File: config.mk
export PLATFORM = sky130hd
export DESIGN_NAME = de_stage_skid
export DESIGN_NICKNAME = d
export VERILOG_FILES = /design/src/rtl/de_pipe_pkg.sv /design/src/rtl/de_sat_cnt.sv /design/src/rtl/de_stage_skid.sv
export SDC_FILE = /design/constraint.sdc
export NUM_CORES = 1
export LEC_CHECK = 0
export BUFFER_PORTS_ARGS = -buffer_cell sky130_fd_sc_hd__buf_2
export CORE_MARGIN = 2
export CORE_UTILIZATION = 49
export CTS_CLUSTER_SIZE = 12
export DETAILED_ROUTE_END_ITERATION = 6
export PLACE_DENSITY = 0.87
export SYNTH_ARGS = -nofsm -noshare
export SYNTH_HDL_FRONTEND = slang
export SYNTH_HIERARCHICAL = 1
export SYNTH_SLANG_ARGS = --single-unit
File: constraint.sdc
create_clock -name clk_i -period 1.7 [get_ports clk_i]
set_clock_uncertainty 0.15 [all_clocks]
set_input_delay 0.17 -clock clk_i [delete_from_list [all_inputs] [get_ports clk_i]]
set_output_delay 0.17 -clock clk_i [all_outputs]
set_load 0.005 [all_outputs]
File: src/rtl/de_pipe_pkg.sv
// Shared types for the decode/execute pipeline stages.
//   skid_st_e      : occupancy state of a skid-buffered stage register.
//   de_ex_payload_t: decoded bundle handed from decode to execute. Instantiate
//                    de_stage_skid with WIDTH = $bits(de_ex_payload_t).
package de_pipe_pkg;

  typedef enum logic [1:0] {
    ST_EMPTY = 2'b00,
    ST_ONE   = 2'b01,
    ST_FULL  = 2'b10
  } skid_st_e;

  typedef struct packed {
    logic [2:0]  immsrc;
    logic [11:0] control;
    logic [31:0] rs1_val;
    logic [31:0] rs2_val;
    logic [31:0] imm;
    logic [4:0]  rd;
  } de_ex_payload_t;

endpackage

File: src/rtl/de_sat_cnt.sv
// Saturating up-counter.
//   clk_i  : clock
//   clr_ni : synchronous clear, active low
//   inc_i  : count by one this cycle (ignored once all ones)
//   cnt_o  : current count
module de_sat_cnt #(
  parameter int unsigned CNT_W = 16
) (
  input  logic             clk_i,
  input  logic             clr_ni,
  input  logic             inc_i,
  output logic [CNT_W-1:0] cnt_o
);

  logic [CNT_W-1:0] cnt_q, cnt_d;

  always_comb begin
    cnt_d = cnt_q;
    if (inc_i && (cnt_q != {CNT_W{1'b1}})) begin
      cnt_d = cnt_q + 1'b1;
    end
  end

  always_ff @(posedge clk_i) begin
    if (!clr_ni) begin
      cnt_q <= '0;
    end else begin
      cnt_q <= cnt_d;
    end
  end

  assign cnt_o = cnt_q;

endmodule

File: src/rtl/de_stage_skid.sv
// Decode-to-execute stage register with valid/ready handshake and a one-entry
// skid buffer. Sustains one transfer per cycle; in_ready_o is a decode of the
// state register only, so there is no combinational out_ready_i -> in_ready_o
// path.
//   clk_i       : clock
//   rst_ni      : synchronous reset, active low
//   flush_i     : drop all held entries (data registers keep their contents)
//   in_valid_i  / in_ready_o  / in_data_i  : upstream handshake and payload
//   out_valid_o / out_ready_i / out_data_o : downstream handshake and payload
//   stall_cnt_o : saturating count of cycles with out_valid_o & !out_ready_i
module de_stage_skid
  import de_pipe_pkg::*;
#(
  parameter int unsigned           WIDTH   = 32,
  parameter logic [WIDTH-1:0]      RST_VAL = '0,
  parameter int unsigned           CNT_W   = 16
) (
  input  logic             clk_i,
  input  logic             rst_ni,
  input  logic             flush_i,
  input  logic             in_valid_i,
  output logic             in_ready_o,
  input  logic [WIDTH-1:0] in_data_i,
  output logic             out_valid_o,
  input  logic             out_ready_i,
  output logic [WIDTH-1:0] out_data_o,
  output logic [CNT_W-1:0] stall_cnt_o
);

  skid_st_e         state_q, state_d;
  logic [WIDTH-1:0] main_q, main_d;
  logic [WIDTH-1:0] skid_q, skid_d;
  logic             accept, drain;

  assign accept = in_valid_i & in_ready_o;
  assign drain  = out_valid_o & out_ready_i;

  // State and data registers
  always_ff @(posedge clk_i) begin
    if (!rst_ni) begin
      state_q <= ST_EMPTY;
      main_q  <= RST_VAL;
      skid_q  <= RST_VAL;
    end else begin
      state_q <= state_d;
      main_q  <= main_d;
      skid_q  <= skid_d;
    end
  end

  // Next state and data
  always_comb begin
    state_d = state_q;
    main_d  = main_q;
    skid_d  = skid_q;
    case (state_q)
      ST_EMPTY: begin
        if (accept) begin
          main_d  = in_data_i;
          state_d = ST_ONE;
        end
      end
      ST_ONE: begin
        if (accept && drain) begin
          main_d = in_data_i;
        end else if (accept) begin
          skid_d  = in_data_i;
          state_d = ST_FULL;
        end else if (drain) begin
          state_d = ST_EMPTY;
        end
      end
      ST_FULL: begin
        if (drain) begin
          main_d  = skid_q;
          state_d = ST_ONE;
        end
      end
      default: state_d = ST_EMPTY;
    endcase
    // Flush kills occupancy only; the payload registers are left untouched.
    if (flush_i) begin
      state_d = ST_EMPTY;
      main_d  = main_q;
      skid_d  = skid_q;
    end
  end

  // Outputs
  always_comb begin
    out_valid_o = (state_q != ST_EMPTY);
    in_ready_o  = (state_q != ST_FULL);
  end

  assign out_data_o = main_q;

  de_sat_cnt #(
    .CNT_W (CNT_W)
  ) u_stall_cnt (
    .clk_i  (clk_i),
    .clr_ni (rst_ni),
    .inc_i  (out_valid_o & ~out_ready_i),
    .cnt_o  (stall_cnt_o)
  );

endmodule

**Yosys cells after proc, flatten, opt, wreduce, memory -nomap -nowiden**

Index checks and enable logic that the tools add are counted.

- Flip-flop bits (word level): 82
- Bits in latches: 0
- RAM bits: 0
- ROM bits: 0
- Input bits: 37
- Output and inout bits: 50
- Logic and storage cells: 40
- Memories kept: 0

- Add/subtract/negate cells: 1
- $mul: 0
- Divide/modulo/power cells: 0
- $lt $le $gt $ge: 0
- Equality and inequality tests: 9
- Shift-type cells: 0
- Muxes and demuxes: 10
- Bitwise logic cells: 7
- Reductions and logical operators: 9

Operators by type and width:

| kind | number |
|---|---|
| two-way mux 32 bit | 3 |
| case mux 32 bit (3 select lines) | 1 |
| adder 16 x 1 -> 16 bit, second input constant | 1 |
| != test 16 bit, second input constant | 1 |
| two-way mux 2 bit | 5 |
| != test 2 bit, second input constant | 5 |
| AND reduction 4 bit | 2 |
| case mux 2 bit (3 select lines) | 1 |
| AND reduction 5 bit | 1 |
| inverter 1 bit | 4 |
| AND 1 bit | 3 |
| != test 3 bit, second input constant | 1 |
| nonzero test 3 bit | 1 |
| == test 2 x 1 -> 1 bit, second input constant | 1 |
| == test 2 bit, second input constant | 1 |
| logical AND 1 bit | 2 |
| zero test 2 bit | 1 |
| nonzero test 2 bit | 1 |
| OR reduction 2 bit | 1 |

**Longest topological paths before layout**

- Word-level depth: 6
- Depth in mapped cells: 6
- Mapped depth without buffers: 6

**Cells and area by module**

Netlist, hierarchy kept.

By module, submodules not included:

| module | instances | cells an instance | area each (um^2) |
|---|---|---|---|
| de_stage_skid | 1 | 313 | 3079.2 |
| de_sat_cnt | 1 | 97 | 837.1 |

**Worst setup path after synthesis**

No wires, ideal clock.

- Kind: flip-flop to flip-flop
- Start point: reg state_q[1]
- End point: reg u_stall_cnt.cnt_q[7] (netlist: u_stall_cnt/cnt_o[7])
- Setup time: 0.071 ns
- Data arrival time: 1.667 ns
- Slack: -0.188 ns
- Stages on the path, launching flop included: 6
- Path buffers: 0
- Period minus slack after synthesis: 1.888 ns
- Cells stage by stage: dfxtp_1 > or2_1 > nor2b_1 > nand2_1 > or4_1 > a21oi_1

- Longest elaborated chain between the ends: 3

RTL lines:

| what | RTL line | RTL |
|---|---|---|
| start: declaration | de_stage_skid.sv:30 | `skid_st_e state_q, state_d;` |
| start signal: assignment | de_stage_skid.sv:45 | `state_q <= state_d;` |
| nonzero test 2 bit | de_stage_skid.sv:91 | `out_valid_o = (state_q != ST_EMPTY);` |
| named net out_valid_o | de_stage_skid.sv:24 | `output logic out_valid_o,` |
| AND 1 bit | de_stage_skid.sv:102 | `.inc_i (out_valid_o & ~out_ready_i),` |
| logical AND 1 bit | de_sat_cnt.sv:19 | `if (inc_i && (cnt_q != {CNT_W{1'b1}})) begin` |
| end signal: assignment | de_sat_cnt.sv:28 | `cnt_q <= cnt_d;` |
| end: declaration | de_sat_cnt.sv:15 | `logic [CNT_W-1:0] cnt_q, cnt_d;` |

The timed path passes the listed nets, and every way through them passes these cells.
A chain may end at the register's enable or synchronous reset.

**Final worst setup path**

- Start point: reg state_q[1]
- End point: reg u_stall_cnt.cnt_q[14] (netlist: u_stall_cnt/cnt_o[14])

- Longest elaborated chain between the ends: 3

RTL lines:

| what | RTL line |
|---|---|
| nonzero test 2 bit | de_stage_skid.sv:91 |
| AND 1 bit | de_stage_skid.sv:102 |
| logical AND 1 bit | de_sat_cnt.sv:19 |

No other way between the ends.

==> results by group <==
Outcome
  – Outcome: finished, violations left
  – Failing checks: setup timing

Layout
  – Nets: just under 600
  – Reg area: about 1700 µm²
  – Non-Filler Instances: between 600 and 700
  – Commonest cells after routing, fill and taps aside: buf_2, dfxtp_1, buf_4, a21oi_1, a211oi_2
  – Area of the multi-input gates: roughly 2300 µm²
  – Fraction of final layout cells sized beyond drive strength 1: 0.408
  – Number of antenna diodes: 0
  – Layout Area Growth over Synthesis: 42.0%
  – Layout fillers: about 530
  – Leading cell type in the layout, fill and taps excluded: buf_2
  – Final Core Density: 0.720

Synthesis
  – Synth unique cells: 45
  – Top cell type's share of synthesized area: 0.419
  – Mean Syn Cell Area: ~9.6 µm²
  – Seq/Total Area, Yosys: 0.419
  – Post-Syn Instances: 410
  – Ys Warns: 6
  – Synth area leader: dfxtp_1
  – Synth top area cells: dfxtp_1, a211oi_2, mux2i_1
  – Largest family of logic cells by synthesized area: compound AO/OA/AOI/OAI gates
  – EDFF count, synth: 0
  – Flops & latches, synth: 82
  – Synthesized Nets: around 450
  – Multiplexer share of the synthesized area: 0.0923
  – Post-synth top flop: dfxtp_1
  – Synthesized area: about 4000 µm²
  – Post-synthesis adder-cell area fraction: 0.00319
  – FFs w/ async S/R, synth: 0
  – Complex-gate fraction of the synthesized area: 0.287
  – Simple-Gate Fraction of Synth Area: 0.138
  – Post-synthesis xor/xnor area fraction: 0.00447

Global routing
  – GR Layer Usage met3: 0.0548
  – Most Used Layer, Global Route: met2
  – Grt met1 use: 0.330
  – Largest net degree at the start of global routing: 33
  – Vias in the first global route: roughly 3,900
  – Overall global routing resource usage: 0.270
  – Initial antenna violation count: 0
  – First-pass GRT wire length: between 15,000 and 20,000 µm
  – Grt ovf: 0
  – Met2 usage: 0.466

Hold path
  – WHS Path Cells: 3
  – Worst Min Path Start: rst_ni
  – Worst min path class: in2reg
  – Hold endpoint: state_q[1]

Critical path
  – Worst r2r dst: u_stall_cnt/cnt_o[14]
  – Crit path DAT: ~1.9 ns
  – Reg2reg start: state_q[1]
  – Cells on worst reg2reg path: 7
  – Flop2flop setup slack: -0.11 ns
  – CP Launch Type: flip-flop
  – Setup crit end kind: flip-flop
  – Crit path max fanout: 7
  – Crit path kind: reg2reg
  – CP Data Required Time: between 1.5 and 2 ns

Place
  – Port Buffers: between 80 and 90
  – Gp weighted congestion: 0.915
  – Post-detail-place hpwl: between 7000 and 8000 µm
  – Dpl cells: roughly 610

Floorplan
  – Die ar.: 8720 µm²
  – Die Y: 93.4 µm
  – IO Pins: 87
  – # rows: 32
  – Core area: between 7000 and 8000 µm²
  – Starting density of the core: 0.507
  – Horiz. Die Dim: roughly 93 µm

Detailed routing
  – Post-route ant nets: 0
  – Avg WL per Cell: 20.6 µm
  – Drt via density: around 6.4
  – DRC Markers: 0
  – Drt pass-1 iters: 5
  – Detailed Route WL: about 14,000 µm
  – Starting DRT DRC Count: ~370
  – Via count: approximately 4,200

STA
  – Unrepaired setup endpoints after global routing: true
  – Slew margin rel.: 0.667
  – Final setup vio count: 9
  – Fin crit share: 1.06
  – Worst setup margin: -0.110 ns
  – Tmin final: 1.81 ns
  – Fmax: roughly 0.55 GHz
  – Final setup TNS: -0.477 ns
  – Slew of the pin with the lowest slew margin: ~0.50 ns
  – Final Hold Fails: 0
  – Max-slew violation count: 0

Job
  – Total of max-cap violations: 0

Clock network
  – Clk sink count: 82
  – H-tree depth: 3
  – CTS tree: done
  – Clock buffer count from CTS: 9
  – Worst-case clock buffer depth: 2
  – Clock transition at path regs: approximately 0.09 ns
  – Clock latency on the worst-skew pair: ~0.36 ns
  – CTS root buf: clkbuf_8

Pwr
  – PD cells: about 770 nW/µm²
  – Max IR drop VDD: between 0.0003 and 0.0004 V
  – Leakage: between 2 and 2.5 nW
==> timing repair <==
item / CTS / global route
cloned: 0 / 2
resized for setup: 6 / 46
pin swaps: 3 / 11
buffers inserted: 0 / 5
endpoints found under the hold margin: 36 / 1
endpoints found under the setup margin: 8 / 24
hold buffers: 34 / 2
==> worst max-delay path, stage by stage (launching register included) <==
cell	delay, ns
dfxtp_4	0.37
or2_1	0.12
nor2b_4	0.24
and4_4	0.28
buf_4	0.13
nand2_1	0.09
nor4_1	0.22
nor3b_1	0.09
==> per-layer routing <==
layer	routed length [µm]	part of all wire
met3	1150	0.084
met2	6640	0.49
met4	519	0.038
met1	5360	0.39
met5	0	0
==> kinds of logic after synthesis <==
| logic type | Yosys count |
|---|---|
| flops | 82 |
| compound gates | 154 |
| fa+ha+maj | 1 |
| xor+xnor | 2 |
| buf+inv | 44 |
| mux | 36 |
| simple gates | 91 |
==> power by group <==
group | switching [mW] | internal [mW]
Clock | 0.713 | 0.863
Combinational | 0.370 | 0.309
Sequential | 0.0507 | 1.99
Total | 1.13 | 3.17
==> registers in the layout, indices dropped and copies added (netlist names) <==
| register | flops |
|---|---|
| out_data_o | 32 |
| skid_q | 32 |
| u_stall_cnt/cnt_o | 16 |
| state_q | 2 |
==> how the worst max path moves through the flow <==
stage                                     from                    end  slack [ns]  cells past startpoint
after floorplan           u_stall_cnt/cnt_o[0]  u_stall_cnt/cnt_o[15]     -0.0009                      6
after global placement              state_q[1]   u_stall_cnt/cnt_o[6]        0.02                      6
after detailed placement  u_stall_cnt/cnt_o[5]   u_stall_cnt/cnt_o[4]       -0.08                      6
after CTS                           state_q[1]   u_stall_cnt/cnt_o[7]       -0.04                      5
after global routing                state_q[1]  u_stall_cnt/cnt_o[10]       -0.23                      6
final                               state_q[1]  u_stall_cnt/cnt_o[14]       -0.11                      7
==> cell usage after synthesis (3+ instances only) <==
master and n:
buf_2 11, nand3_1 38, inv_1 5, nor4_1 3, a21oi_1 42, o21ai_0 36
buf_4 5, nand4_1 3, o31ai_1 5, or4_1 5, clkbuf_1 18, dfxtp_1 82
nand2_1 12, and4_1 3, nand2b_1 4, buf_6 3, mux2i_1 35, nor2_1 6
a211oi_1 35, a211oi_2 30
==> final cells by class <==
class / count / share of cell area
multi-input cells: 285 / 0.409
clock inverters: 4 / 0.0137
clock buffers: 11 / 0.0254
inverters: 6 / 0.00405
well taps: 102 / 0.0229
flip-flops and latches: 82 / 0.299
repair buffers: 173 / 0.226
==> metrics by stage <==
step,setup slack (ns),power (mW),instance area [µm²],hold WS (ns)
2_1_floorplan,-0.000936,2.40,3930,0.0853
3_3_place_gp,0.0186,2.61,4700,0.286
3_5_place_dp,-0.0803,2.64,4700,0.299
4_1_cts,-0.0411,4.22,5280,-0.0163
5_1_grt,-0.231,4.42,5560,0.0117
6_report,-0.110,4.30,5560,0.0125
No activity file was read; power rests on OpenSTA's default activity.
